$ cat src/rtl/axi4_lite_7seg.sv
// AXI4-Lite slave that drives eight active-low 7-segment digits.
// Registers: CTRL (0x00), DIGITS (0x04), RAW_LO (0x08), RAW_HI (0x0C).
// Optional feature macro AXI4_LITE_7SEG_ID_EN adds a read-only ID register at 0x10.
module axi4_lite_7seg #(
  parameter int G_AXI4_LITE_ADDR_WIDTH = 8,
  parameter int G_AXI4_LITE_DATA_WIDTH = 32
) (
  input  logic                                  clk,
  input  logic                                  rst,
  input  logic                                  awvalid,
  input  logic [G_AXI4_LITE_ADDR_WIDTH-1:0]     awaddr,
  input  logic [2:0]                            awprot,
  output logic                                  awready,
  input  logic                                  wvalid,
  input  logic [G_AXI4_LITE_DATA_WIDTH-1:0]     wdata,
  input  logic [G_AXI4_LITE_DATA_WIDTH/8-1:0]   wstrb,
  output logic                                  wready,
  input  logic                                  bready,
  output logic                                  bvalid,
  output logic [1:0]                            bresp,
  input  logic                                  arvalid,
  input  logic [G_AXI4_LITE_ADDR_WIDTH-1:0]     araddr,
  input  logic [2:0]                            arprot,
  output logic                                  arready,
  input  logic                                  rready,
  output logic                                  rvalid,
  output logic [G_AXI4_LITE_DATA_WIDTH-1:0]     rdata,
  output logic [1:0]                            rresp,
  output logic [6:0]                            o_seg0,
  output logic [6:0]                            o_seg1,
  output logic [6:0]                            o_seg2,
  output logic [6:0]                            o_seg3,
  output logic [6:0]                            o_seg4,
  output logic [6:0]                            o_seg5,
  output logic [6:0]                            o_seg6,
  output logic [6:0]                            o_seg7
);

  localparam int AW = G_AXI4_LITE_ADDR_WIDTH;
  localparam int DW = G_AXI4_LITE_DATA_WIDTH;
  localparam int SW = DW / 8;
  localparam int IW = AW - 2;

  localparam logic [IW-1:0] IDX_CTRL   = IW'(0);
  localparam logic [IW-1:0] IDX_DIGITS = IW'(1);
  localparam logic [IW-1:0] IDX_RAW_LO = IW'(2);
  localparam logic [IW-1:0] IDX_RAW_HI = IW'(3);
  localparam logic [IW-1:0] IDX_ID     = IW'(4);

  localparam logic [1:0]    RESP_OKAY   = 2'b00;
  localparam logic [1:0]    RESP_SLVERR = 2'b10;
  localparam logic [DW-1:0] ID_VALUE    = DW'(32'h75E6_0001);
  localparam logic [6:0]    SEG_BLANK   = 7'h7F;

`ifdef AXI4_LITE_7SEG_ID_EN
  localparam bit ID_EN = 1'b1;
`else
  localparam bit ID_EN = 1'b0;
`endif

  // Hex nibble to active-low segment pattern (bit0 = a .. bit6 = g).
  function automatic logic [6:0] hex_to_seg(input logic [3:0] v);
    logic [6:0] s;
    case (v)
      4'h0: s = 7'h40;
      4'h1: s = 7'h79;
      4'h2: s = 7'h24;
      4'h3: s = 7'h30;
      4'h4: s = 7'h19;
      4'h5: s = 7'h12;
      4'h6: s = 7'h02;
      4'h7: s = 7'h78;
      4'h8: s = 7'h00;
      4'h9: s = 7'h10;
      4'hA: s = 7'h08;
      4'hB: s = 7'h03;
      4'hC: s = 7'h46;
      4'hD: s = 7'h21;
      4'hE: s = 7'h06;
      default: s = 7'h0E;
    endcase
    return s;
  endfunction

  // Byte-lane merge of new write data into an existing register value.
  function automatic logic [DW-1:0] apply_strb(input logic [DW-1:0] old_v,
                                               input logic [DW-1:0] new_v,
                                               input logic [SW-1:0] strb);
    logic [DW-1:0] r;
    r = old_v;
    for (int i = 0; i < SW; i++) begin
      if (strb[i]) r[8*i +: 8] = new_v[8*i +: 8];
    end
    return r;
  endfunction

  logic [DW-1:0] ctrl_q,   ctrl_d;
  logic [DW-1:0] digits_q, digits_d;
  logic [DW-1:0] raw_lo_q, raw_lo_d;
  logic [DW-1:0] raw_hi_q, raw_hi_d;
  logic          bvalid_q, bvalid_d;
  logic [1:0]    bresp_q,  bresp_d;
  logic          rvalid_q, rvalid_d;
  logic [DW-1:0] rdata_q,  rdata_d;
  logic [1:0]    rresp_q,  rresp_d;
  logic [6:0]    seg_q [8];
  logic [6:0]    seg_d [8];

  logic          wr_fire;
  logic          rd_fire;
  logic [IW-1:0] wr_idx;
  logic [IW-1:0] rd_idx;
  logic [2*DW-1:0] raw_all;

  // Protection bits and the byte offset within a word carry no meaning here.
  logic unused_bits;
  assign unused_bits = ^{awprot, arprot, awaddr[1:0], araddr[1:0]};

  // AW and W are taken together, only while no write response is pending.
  assign wr_fire = awvalid & wvalid & ~bvalid_q & ~rst;
  assign rd_fire = arvalid & ~rvalid_q & ~rst;
  assign wr_idx  = awaddr[AW-1:2];
  assign rd_idx  = araddr[AW-1:2];
  assign raw_all = {raw_hi_q, raw_lo_q};

  assign awready = wr_fire;
  assign wready  = wr_fire;
  assign arready = rd_fire;
  assign bvalid  = bvalid_q;
  assign bresp   = bresp_q;
  assign rvalid  = rvalid_q;
  assign rdata   = rdata_q;
  assign rresp   = rresp_q;

  // Write channel: register update on the accept cycle and response tracking.
  always_comb begin
    ctrl_d   = ctrl_q;
    digits_d = digits_q;
    raw_lo_d = raw_lo_q;
    raw_hi_d = raw_hi_q;
    bvalid_d = bvalid_q;
    bresp_d  = bresp_q;
    if (bvalid_q && bready) bvalid_d = 1'b0;
    if (wr_fire) begin
      bvalid_d = 1'b1;
      bresp_d  = RESP_OKAY;
      case (wr_idx)
        IDX_CTRL:   ctrl_d   = apply_strb(ctrl_q,   wdata, wstrb);
        IDX_DIGITS: digits_d = apply_strb(digits_q, wdata, wstrb);
        IDX_RAW_LO: raw_lo_d = apply_strb(raw_lo_q, wdata, wstrb);
        IDX_RAW_HI: raw_hi_d = apply_strb(raw_hi_q, wdata, wstrb);
        IDX_ID:     if (!ID_EN) bresp_d = RESP_SLVERR;
        default:    bresp_d = RESP_SLVERR;
      endcase
    end
  end

  // Read channel: capture data/response on the accept cycle, hold until rready.
  always_comb begin
    rvalid_d = rvalid_q;
    rdata_d  = rdata_q;
    rresp_d  = rresp_q;
    if (rvalid_q && rready) rvalid_d = 1'b0;
    if (rd_fire) begin
      rvalid_d = 1'b1;
      rresp_d  = RESP_OKAY;
      case (rd_idx)
        IDX_CTRL:   rdata_d = ctrl_q;
        IDX_DIGITS: rdata_d = digits_q;
        IDX_RAW_LO: rdata_d = raw_lo_q;
        IDX_RAW_HI: rdata_d = raw_hi_q;
        IDX_ID: begin
          if (ID_EN) begin
            rdata_d = ID_VALUE;
          end else begin
            rdata_d = '0;
            rresp_d = RESP_SLVERR;
          end
        end
        default: begin
          rdata_d = '0;
          rresp_d = RESP_SLVERR;
        end
      endcase
    end
  end

  // Display selection: blank, raw pattern, or decoded nibble per digit.
  always_comb begin
    for (int n = 0; n < 8; n++) begin
      if (!ctrl_q[0])     seg_d[n] = SEG_BLANK;
      else if (ctrl_q[1]) seg_d[n] = raw_all[8*n +: 7];
      else                seg_d[n] = hex_to_seg(digits_q[4*n +: 4]);
    end
  end

  // State registers; reset drops any in-flight response and blanks the display.
  always_ff @(posedge clk) begin
    if (rst) begin
      ctrl_q   <= '0;
      digits_q <= '0;
      raw_lo_q <= '0;
      raw_hi_q <= '0;
      bvalid_q <= 1'b0;
      bresp_q  <= 2'b00;
      rvalid_q <= 1'b0;
      rdata_q  <= '0;
      rresp_q  <= 2'b00;
      for (int n = 0; n < 8; n++) seg_q[n] <= SEG_BLANK;
    end else begin
      ctrl_q   <= ctrl_d;
      digits_q <= digits_d;
      raw_lo_q <= raw_lo_d;
      raw_hi_q <= raw_hi_d;
      bvalid_q <= bvalid_d;
      bresp_q  <= bresp_d;
      rvalid_q <= rvalid_d;
      rdata_q  <= rdata_d;
      rresp_q  <= rresp_d;
      for (int n = 0; n < 8; n++) seg_q[n] <= seg_d[n];
    end
  end

  assign o_seg0 = seg_q[0];
  assign o_seg1 = seg_q[1];
  assign o_seg2 = seg_q[2];
  assign o_seg3 = seg_q[3];
  assign o_seg4 = seg_q[4];
  assign o_seg5 = seg_q[5];
  assign o_seg6 = seg_q[6];
  assign o_seg7 = seg_q[7];

endmodule

$ cat config.mk
export PLATFORM = sky130hd
export DESIGN_NAME = axi4_lite_7seg
export DESIGN_NICKNAME = d
export VERILOG_FILES = /design/src/rtl/axi4_lite_7seg.sv
export SDC_FILE = /design/constraint.sdc
export NUM_CORES = 1
export LEC_CHECK = 0
export ABC_AREA = 1
export BUFFER_PORTS_ARGS = -buffer_cell sky130_fd_sc_hd__clkbuf_2
export CAP_MARGIN = 20
export CORE_UTILIZATION = 55
export CTS_CLUSTER_SIZE = 25
export DETAILED_ROUTE_END_ITERATION = 10
export GPL_ROUTABILITY_DRIVEN = 0
export GPL_TIMING_DRIVEN = 1
export PLACE_DENSITY = 0.85
export REMOVE_ABC_BUFFERS = 1
export SETUP_SLACK_MARGIN = 0.1
export SLEW_MARGIN = 20
export SYNTH_ARGS = -nofsm -noshare
export SYNTH_HDL_FRONTEND = slang
export SYNTH_SLANG_ARGS = --single-unit
$ cat constraint.sdc
create_clock -name clk -period 4.15 [get_ports clk]
set_input_delay 0.83 -clock clk [delete_from_list [all_inputs] [get_ports clk]]
set_output_delay 0.83 -clock clk [all_outputs]
set_load 0.03 [all_outputs]
==> key figures <==
Routing
  – Via count: 12.02k
  – First-pass DRT Iterations: 5
  – Initial drt markers: 1022
  – Remaining DRCs: 0
  – Drt wl/cell: 15.24 µm
  – Post-Route WL: 34.04 mm
  – Post-DR vias/cell: 5.382
  – ANT nets after route: 0

STA
  – Slew HR: 0.4326
  – Post-Route Skew: 0.009192 ns
  – Setup-failing EPs final: 0
  – Final Hold Viols: 0
  – Fin Setup TNS: 0 ns
  – RSZ-0062 raised after global routing: no
  – Slew Limit Fails: 0
  – Worst-Margin Slew: 0.8511 ns
  – Upper clock frequency limit: 322.7 MHz
  – Final WS setup: 1.051 ns
  – Final cycle utilization of the critical path: 0.7468
  – Post-layout min period: 3.099 ns

Worst hold path
  – Hold path cells: 2
  – Hold WC Path Type: reg2reg
  – Worst hold endpoint: seg_q[1][8]

Clocking
  – CTS root buf: clkbuf_16
  – Post CTS Setup Buffer Count: 0
  – Clk_lat worst skew: 0.55 ns
  – CTS resizes: 0
  – Post-CTS Hold Fix Bufs: 0
  – Clk sinks: 276
  – Worst-path clk slew: 0.06 ns
  – Cts bufs inserted: 28
  – CTS H-tree depth: 1
  – Max clock buf depth: 3
  – CTS tree: yes

Placement
  – I/O Buffers: 149
  – Hpwl dp: 22.51 mm
  – Worst slack, placed: 0.8888 ns
  – Cell total after placement: 2182

Synth
  – Yosys cell types: 31
  – Part of the Yosys area used for sequential elements: 0.4293
  – Number of synthesized register bits: 276
  – Mapped Cells: 1789
  – Avg Cell Area, Syn: 7.194 µm²
  – Yosys warning total: 0
  – Cell area after synthesis: 0.01287 mm²

Layout
  – Nets: 2012
  – Fillers: 1867
  – Sequential cell area: 0.005525 mm²
  – Share of cells above drive strength 1: 0.1541
  – Most frequent cells in the layout: nand2_1 (424), dfxtp_1 (276), inv_1 (209), nor2_1 (204), clkbuf_2 (149)
  – Multi-input gate area: 0.006105 mm²
  – Area Overhead vs Synth: 14.44%
  – Final std cells w/o fill: 2234
  – N_diodes: 0
  – Most common cell after layout, fill and taps aside: nand2_1

Power
  – Net load switching power: 1.218 mW
  – Cell Int Power: 4.263 mW
  – PD cells: 372.1 mW/mm²
  – Total power: 5.481 mW
  – Clock power share: 0.479
  – Flop pwr share: 0.485
  – Peak VDD IR: 0.0003044 V
  – Sw Share: 0.2223
  – Power share of the combinational group: 0.036
  – Static Leak: 6.708 nW

Global routing
  – Initial antenna violation count: 1
  – Global-route wire length before repair: 54.45 mm
  – GRT overflow: 0
  – Vias in the first global route: 11.13k
  – Largest net degree at the start of global routing: 86
  – Total Routing Usage GR: 0.2781

Setup path
  – Endpoint type of the worst setup path: output port
  – Critical path arrival: 2.27 ns
  – Crit start category: primary input
  – Crit path max fanout: 29
  – R2R depth: 12
  – Worst EP required: 3.32 ns
  – Worst path slowest cell: inv_4
  – Crit-path most repeated cell: clkbuf_2
  – R2R setup slack: 1.80 ns
  – Setup Crit Path Kind: in2out
  – Critical R2R Launch: bvalid
  – Slowest cell delay on critical path: 0.38 ns
  – Worst-path cell chain: clkbuf_2, inv_4, nand2_1, nor2_2, buf_4, clkbuf_2

Die
  – Row count: 55
  – Io pins: 162
  – Core Area: 0.02278 mm²
  – Starting Density: 0.5650
  – Die height: 155.0 µm
  – Die X-Extent: 155.0 µm
  – DIE AREA: 0.02402 mm²

Status
  – Outcome: finished clean

Job
  – Max-cap violations: 0
how the worst max path moves through the flow:
stage	slack (ns)	cells after the start	end	from
6_report	1.05	6	arready	rst
5_1_grt	0.92	6	arready	rst
4_1_cts	1.01	6	arready	rst
3_5_place_dp	0.89	13	flip-flop	awaddr[5]
3_3_place_gp	0.99	13	flip-flop	rst
2_1_floorplan	-0.31	6	rdata[0]	rst
power groups by stage:
stage               clock, mW  sequential (mW)  combinational [mW]
global route             2.75             2.66               0.212
CTS                      2.65             2.66               0.194
floorplan                   0             2.72              0.0887
finish                   2.63             2.66               0.197
detailed placement          0             2.72               0.193
global placement            0             2.72               0.188
critical path: cells and delay by family:
family                 cells  cell delay (ns)
buffers and inverters      4             1.22
and+or+nand+nor            2             0.20
synth_stat cells:
library cell  instances  share of area
nor3_1                1        0.00039
a21oi_1             129          0.050
inv_2                11         0.0032
inv_1               209          0.061
nand3_1             141          0.055
a31oi_1               2        0.00097
dfxtp_1             276           0.43
nor2_2                3         0.0015
nand2_4               5         0.0044
nor2_1              205          0.060
nand3b_1             16         0.0093
buf_2                10         0.0039
nand2_2              16         0.0078
nand3_2              28          0.022
nor2_8                1         0.0016
ha_1                 48          0.047
nor3_2                1        0.00078
o21ai_2               3         0.0020
o21ai_1               4         0.0016
nand2_1             424           0.12
conb_1                1        0.00029
nor2_4               11         0.0096
clkbuf_1             57          0.017
buf_6                 7         0.0061
buf_4                 8         0.0047
nand4_1               4         0.0019
buf_1                 5         0.0015
o211ai_1             56          0.033
o21ai_0             105          0.041
clkinv_1              1        0.00029
nor3b_2               1        0.00097
final cells by class:
type / count / area share
Clock inverter: 14 / 0.01113
Clock buffer: 38 / 0.05497
Inverter: 221 / 0.05666
Multi-Input combinational cell: 1206 / 0.4145
Tap cell: 313 / 0.02659
Sequential cell: 276 / 0.3752
Timing Repair Buffer: 166 / 0.06100
cells by family after synthesis:
kind of cell	count (synthesis)	synth area share
adders and majority gates	48	0.04667
AOI/OAI and AO/OA	299	0.1282
DFF	276	0.4293
buffers and inverters	308	0.09722
and+or+nand+nor	857	0.2983
other	1	0.0002914
metrics by stage:
stage	utilization	cell area, µm²	hold slack [ns]
after floorplan	-	12450	0.4232
after global placement	0.6038	13750	0.4330
after detailed placement	0.6038	13750	0.4341
after CTS	0.6465	14730	0.4500
after global routing	0.6466	14730	0.4653
final	0.6466	14730	0.4479
routing by layer:
layer	vias up	GRT usage	wire length (µm)
li1	5897	-	-
met1	5497	0.3456	13980
met2	525	0.4781	16090
met4	2	0.1292	1269
met5	-	0	13
met3	103	0.03733	2679
(Power assumes the default switching activity.)
